File: src/rtl/weight_load_ctrl_1x8.sv
// rtl/weight_load_ctrl_1x8.sv - streams 72-bit weight beats bank-major into eight weight banks
module weight_load_ctrl_1x8 #(
    parameter int DEPTH    = 512,
    parameter int ADDR_BIT = 9
) (
    input  logic                clk,
    input  logic                rst_n,
    input  logic                start,
    input  logic [ADDR_BIT:0]   words_per_bank,
    input  logic                wt_valid,
    input  logic [71:0]         wt_data,
    output logic                wt_ready,
    output logic [ADDR_BIT-1:0] write_addr_0,
    output logic [ADDR_BIT-1:0] write_addr_1,
    output logic [ADDR_BIT-1:0] write_addr_2,
    output logic [ADDR_BIT-1:0] write_addr_3,
    output logic [ADDR_BIT-1:0] write_addr_4,
    output logic [ADDR_BIT-1:0] write_addr_5,
    output logic [ADDR_BIT-1:0] write_addr_6,
    output logic [ADDR_BIT-1:0] write_addr_7,
    output logic                write_en_0,
    output logic                write_en_1,
    output logic                write_en_2,
    output logic                write_en_3,
    output logic                write_en_4,
    output logic                write_en_5,
    output logic                write_en_6,
    output logic                write_en_7,
    output logic [71:0]         weight_in,
    output logic                busy,
    output logic                done
);

    typedef enum logic [1:0] {IDLE, LOAD, DONE} state_t;

    localparam logic [ADDR_BIT:0] DEPTH_W = (ADDR_BIT + 1)'(DEPTH);
    localparam logic [ADDR_BIT:0] ONE_W   = (ADDR_BIT + 1)'(1);

    state_t              state;
    state_t              state_nxt;
    logic [ADDR_BIT:0]   n_lat;
    logic [ADDR_BIT:0]   n_start;
    logic [2:0]          bank;
    logic [ADDR_BIT-1:0] addr;
    logic [ADDR_BIT-1:0] waddr;
    logic [7:0]          wen;
    logic                start_ok;
    logic                accept;
    logic                last_word;
    logic                last_beat;

    assign n_start   = (words_per_bank > DEPTH_W) ? DEPTH_W : words_per_bank;
    assign start_ok  = (state == IDLE) && start;
    assign accept    = wt_valid && wt_ready;
    assign last_word = ({1'b0, addr} == (n_lat - ONE_W));
    assign last_beat = last_word && (bank == 3'd7);

    always_ff @(posedge clk or negedge rst_n) begin
        if (!rst_n) begin
            state <= IDLE;
        end else begin
            state <= state_nxt;
        end
    end

    always_comb begin
        state_nxt = state;
        case (state)
            IDLE: begin
                if (start) begin
                    state_nxt = (n_start == '0) ? DONE : LOAD;
                end
            end
            LOAD: begin
                if (accept && last_beat) begin
                    state_nxt = DONE;
                end
            end
            DONE:    state_nxt = IDLE;
            default: state_nxt = IDLE;
        endcase
    end

    // The write stage is one cycle behind acceptance, so the final write lands in the DONE cycle.
    always_ff @(posedge clk or negedge rst_n) begin
        if (!rst_n) begin
            n_lat     <= '0;
            bank      <= '0;
            addr      <= '0;
            waddr     <= '0;
            wen       <= '0;
            weight_in <= '0;
            wt_ready  <= 1'b0;
        end else begin
            wen <= '0;
            if (start_ok) begin
                n_lat    <= n_start;
                bank     <= '0;
                addr     <= '0;
                wt_ready <= (n_start != '0);
            end
            if (accept) begin
                weight_in <= wt_data;
                waddr     <= addr;
                wen       <= 8'b1 << bank;
                if (last_word) begin
                    addr <= '0;
                    bank <= bank + 3'd1;
                end else begin
                    addr <= addr + 1'b1;
                end
                if (last_beat) begin
                    wt_ready <= 1'b0;
                end
            end
        end
    end

    assign busy = (state != IDLE);
    assign done = (state == DONE);

    assign write_addr_0 = waddr;
    assign write_addr_1 = waddr;
    assign write_addr_2 = waddr;
    assign write_addr_3 = waddr;
    assign write_addr_4 = waddr;
    assign write_addr_5 = waddr;
    assign write_addr_6 = waddr;
    assign write_addr_7 = waddr;

    assign write_en_0 = wen[0];
    assign write_en_1 = wen[1];
    assign write_en_2 = wen[2];
    assign write_en_3 = wen[3];
    assign write_en_4 = wen[4];
    assign write_en_5 = wen[5];
    assign write_en_6 = wen[6];
    assign write_en_7 = wen[7];

endmodule

File: config.mk
export PLATFORM = sky130hd
export DESIGN_NAME = weight_load_ctrl_1x8
export DESIGN_NICKNAME = d
export VERILOG_FILES = /design/src/rtl/weight_load_ctrl_1x8.sv
export SDC_FILE = /design/constraint.sdc
export NUM_CORES = 1
export LEC_CHECK = 0
export ABC_AREA = 1
export CORE_UTILIZATION = 43
export DETAILED_ROUTE_END_ITERATION = 7
export PLACE_DENSITY = 0.93
export SETUP_SLACK_MARGIN = 0.02
export SLEW_MARGIN = 20
export SYNTH_ARGS = -nofsm -noshare
export SYNTH_HDL_FRONTEND = slang
export SYNTH_SLANG_ARGS = --single-unit
File: constraint.sdc
create_clock -name clk -period 2.19 [get_ports clk]
set_clock_uncertainty 0.15 [all_clocks]
set_input_delay 0.438 -clock clk [delete_from_list [all_inputs] [get_ports clk]]
set_output_delay 0.438 -clock clk [all_outputs]
set_load 0.02 [all_outputs]
# Word-level counts from Yosys, hierarchy flattened
# Index checks and enable logic that the tools add are counted.
[totals] word_cells=44 ff_bits=114 in_bits=86 out_inout_bits=155
[classes] order_cmp=1 n_reduce_logical=10 n_eq_ne=6 mux=15 add_sub_neg=3 n_shift=1
[ops] op="2-to-1 mux 9 bit" n=3
[ops] op="== test 9 x 10 -> 1 bit" n=1
[ops] op="> comparator 10 bit (second input constant)" n=1
[ops] op="zero test 10 bit" n=1
[ops] op="2-to-1 mux 10 bit" n=1
[ops] op="nonzero test 10 bit" n=1
[ops] op="subtractor 10 x 1 -> 10 bit (second input constant)" n=1
[ops] op="adder 9 x 1 -> 9 bit (second input constant)" n=1
[ops] op="2-to-1 mux 3 bit" n=3
[ops] op="2-to-1 mux 8 bit" n=1
[ops] op="<< shifter 1 x 3 -> 8 bit (first input constant)" n=1
[ops] op="2-to-1 mux 2 bit" n=3
[ops] op="logical AND 1 bit" n=4
[ops] op="!= test 2 bit (second input constant)" n=2
[ops] op="one-hot mux 2 bit (2 select lines)" n=1
[ops] op="nonzero test 2 bit" n=2
[ops] op="adder 3 x 1 -> 3 bit (second input constant)" n=1
[ops] op="== test 3 bit (second input constant)" n=1
[ops] op="2-to-1 mux 1 bit" n=3
[ops] op="== test 2 x 1 -> 1 bit (second input constant)" n=1
[ops] op="== test 2 bit (second input constant)" n=1
[ops] op="zero test 2 bit" n=1
[ops] op="AND reduction 2 bit" n=1

# Longest topological paths before layout
[depth] word_depth=6 mapped_depth=13 depth_no_buf=13

# Least setup slack after synthesis
# OpenSTA, ideal clock, no wires.
[synth_timing] path_kind="reg-to-reg" start="register n_lat[0]" end="register wt_ready" setup_ps=122 required_ps=1918 setup_slack_ps=372 path_buffers=1 path_stages_with_launch=14 t_arrival_ps=1546 period_less_slack_ps=1818 path_cell_list="dfrtp_1 inv_1 ha_1 inv_1 nand2_1 nand2_1 nand3_1 nor2_1 nand2_1 nor2_2 nand3_2 buf_6 nor2_2 a21oi_1"
[synth_via] elab_chain_len=5
[synth_lines] element="start: declaration" line="41" source="logic [ADDR_BIT:0] n_lat;"
[synth_lines] element="start signal: assignment" line="97" source="n_lat <= n_start;"
[synth_lines] element="subtractor 10 x 1 -> 10 bit" line="55" source="assign last_word = ({1'b0, addr} == (n_lat - ONE_W));"
[synth_lines] element="== test 9 x 10 -> 1 bit" line="55"
[synth_lines] element="logical AND 1 bit" line="56" source="assign last_beat = last_word && (bank == 3'd7);"
[synth_lines] element="2-to-1 mux 1 bit" line="112" source="if (last_beat) begin"
[synth_lines] element="2-to-1 mux 1 bit" line="102" source="if (accept) begin"
[synth_lines] element="end signal: assignment" line="100" source="wt_ready <= (n_start != '0);"
[synth_lines] element="end: declaration" line="12" source="output logic wt_ready,"
# No other way between the ends.
# A chain may end at the register's enable or synchronous reset.

# Worst setup path after layout
[layout_timing] start="register waddr[8], in the netlist write_addr_0[8]" end="output write_addr_4[8]"
[layout_rtl] element="start: declaration" line="45" source="logic [ADDR_BIT-1:0] waddr;"
[layout_rtl] element="start signal: assignment" line="104" source="waddr <= addr;"
[layout_rtl] element="end: declaration" line="17" source="output logic [ADDR_BIT-1:0] write_addr_4,"
# No word-level cell between the ends.

==> results.yml <==
global_routing:
  antenna_found_initial: 0
  track_usage_pct: 22.7
  grt_start_max_net_pins: 76
  grt_pass1_vias: 4906
  grt.overflow.total: 0
  grt_pass1_wl_mm: 23.2
route:
  drt_iter0_markers: 345
  antenna_left: 0
  drt_first_pass_iters: 4
  via_count: 5106
  drc: 0
  drt-vias-per-instance: 4.82
  wl_mm: 14.9
  wl_per_cell_um: 14.1
logic_synthesis:
  avgSynthCellArea_um2: 7.98
  async_flop_share_pct: 100
  synth.cell_area_um2: 5500
  synth-seq-cells: 114
  ys_seq_area_share_pct: 51.8
  syn_nets: 784
  synth_cells: 690
  yosys_warnings: 0
  synth_ff_type: "dfrtp_1"
  netlist-cell-type-count: 25
  synth-edff-count: 0
layout:
  area_growth_pct: 53.8
  final_cell_area_um2: 8460
  finalCoreUtilization_pct: 69.0
  drive_gt1_share_pct: 7.74
  fillers: 891
  multi_input_area_um2: 1950
  diodes: 0
  register_area_um2: 2860
  fin_cells: 1059
  nNetsFinal: 972
worst_setup_path:
  required_ns: 1.60
  crit_type: "reg2out"
  cp_cell_sequence: "clkdlybuf4s50_1"
  crit_arrival_ns: 1.52
  cpMaxStageDelayCell: "clkdlybuf4s50_1"
  cpLargestDelayFamily: "buffers and inverters"
  crit_path_max_incr_delay_ns: 0.65
  crit_path_max_fanout: 9
  startpoint_type: "register"
  rrSetupSlack_ns: 0.17
  worst_setup_path_end_kind: "primary output"
  path_buf_inv: 1
sta:
  hold_viol_final: 0
  maxSlewHeadroom_pct: 62.6
  worst_slew_pin_slew_ns: 0.556
  setup_tns_ns: 0
  period_needed_ns: 2.11
  setup_viol_count_final: 0
  rsz0062_at_grt: "true"
  timing.final.crit_share_pct: 96.3
  max_freq_mhz: 474
  finalWorstSetupSlack_ns: 0.0804
  slew_viol_final: 0
outcome:
  outcome: "finished, final reports clean"
place:
  place_worst_setup_slack_ns: -0.0384
  dpl.cell_count: 1023
  dp_hpwl_mm: 10.6
  dpl_cell_area_um2: 7680
  port_buffers: 240
  gp_congestion: 0.871
flow_run:
  cap_violations: 0
clock_network:
  clock-root-buffer: "clkbuf_16"
  clkSinkCount: 114
  cts_buffer_depth: 2
  cts_tree: "done"
  insertion_delay_ns: 0.41
  cts-htree-levels: 4
  numCtsBuffers: 17
  clk_pin_slew_ns: 0.06
die:
  coreArea_um2: 12300
  placementRows: 40
  die_area_um2: 13300
  fp.dieH_um: 115
  start_util_pct: 44.9
  die_w_um: 115
  ios: 241
pwr:
  p_leak_nw: 4.66
  power_density_nw_per_um2: 1450
  ir_worst_vdd_uv: 904
worst_hold_path:
  hp-class: "reg2reg"
## final timing paths
kind                                        startpoint                   endpoint  cells past startpoint
hold reg to reg               weight_in[8]$_DFFE_PN0P_   weight_in[8]$_DFFE_PN0P_                      2
setup / recovery           write_addr_0[8]$_DFFE_PN0P_            write_addr_4[8]                      1
min in group asynchronous                        rst_n  weight_in[68]$_DFFE_PN0P_                      2
hold / removal                weight_in[8]$_DFFE_PN0P_   weight_in[8]$_DFFE_PN0P_                      2
setup reg to reg                  n_lat[1]$_DFFE_PN0P_          bank[2]$_DFF_PN0_                     13
max in group asynchronous                        rst_n  weight_in[29]$_DFFE_PN0P_                      3
## synth_stat cells (3+ instances only)
cell type	n	share of area, %
o21ai_1	5	0.45
nor2_2	7	0.80
nor2_1	31	2.1
o21ai_0	22	2.0
clkbuf_1	20	1.4
a21oi_1	3	0.27
nand3_1	25	2.3
nor3_1	10	0.91
nand4_1	9	1.0
nand3_2	3	0.55
nand2_1	308	21
buf_4	63	8.6
ha_1	8	1.8
inv_1	50	3.4
dfrtp_1	114	52
## through the flow
| step | hold slack (ns) | power (mW) |
|---|---|---|
| 4_1_cts | 0.330 | 12.2 |
| 5_1_grt | 0.339 | 12.9 |
| 3_5_place_dp | 0.288 | 9.30 |
| 3_3_place_gp | 0.277 | 9.14 |
| 2_1_floorplan | -0.00759 | 6.84 |
| 6_report | 0.327 | 12.2 |
## cell families (layout without fill, tap and decap cells)
| logic type | after synthesis | after routing | synth area share [%] |
|---|---|---|---|
| flip-flops | 114 | 114 | 51.8 |
| XOR/XNOR | 3 | 3 | 0.477 |
| AND/OR/NAND/NOR | 397 | 398 | 29.2 |
| adder cells (fa/ha/maj) | 8 | 8 | 1.82 |
| AO/OA/AOI/OAI | 31 | 31 | 2.86 |
| buffers and inverters | 137 | 337 | 13.8 |
## placed cells by master, fill, tap and decap left out, types with 2 or more instances in the layout
master           netlist  layout
clkinvlp_4             0       3
o21ai_0               22      22
nor2_1                31      29
o21ai_1                5       5
nand4_1                9       9
buf_12                 0       4
clkinv_4               0       4
a21oi_1                3       3
nor3_1                10       9
nand3_2                3       4
inv_6                  0       3
clkdlybuf4s50_1        0     196
dlygate4sd2_1          0       6
nand3_1               25      24
dlymetal6s2s_1         0      37
inv_2                  2       3
xor2_1                 2       2
dfrtp_2                0       2
nor2_2                 7       6
clkbuf_16              0      17
nor2_4                 1       4
ha_1                   8       7
bufinv_16              0       3
dfrtp_1              114     112
nand2_1              308     307
buf_4                 63       9
inv_1                 50      49
## flip-flops by register name, summed over array words and instances (netlist names)
| name | count |
|---|---|
| weight_in | 72 |
| n_lat | 10 |
| addr | 9 |
| write_addr_0 | 9 |
| wen | 8 |
| bank | 3 |
| state | 2 |
| wt_ready | 1 |
## per-layer routing
layer  share of wire [%]  up-vias  GRT usage (%)
li1                    -     2445              -
met1                  39     2400           26.1
met2                  52      233           39.0
met3                 7.4       28           7.59
met4                 2.3        0           8.83
met5                   0        -              0
## power breakdown
group	internal, mW	switching [mW]
Clock	1.83	1.04
Sequential	2.95	0.592
Combinational	2.52	3.30
## cell type report
type	instances	area share, %
flip-flops and latches	114	33.7
well taps	168	2.48
clock buffers	18	5.19
repair buffers	253	31.1
inverters	52	2.31
multi-input cells	440	23.0
clock inverters	14	2.11
## repair_timing
action / CTS / global route
hold endpoints to repair: 34 / 0
buffers inserted: 0 / 2
cloned: 0 / 1
setup endpoints to repair: 28 / 68
hold buffers: 1 / 0
resized for setup: 9 / 46
pin swaps: 0 / 3
(Power assumes the default switching activity.)
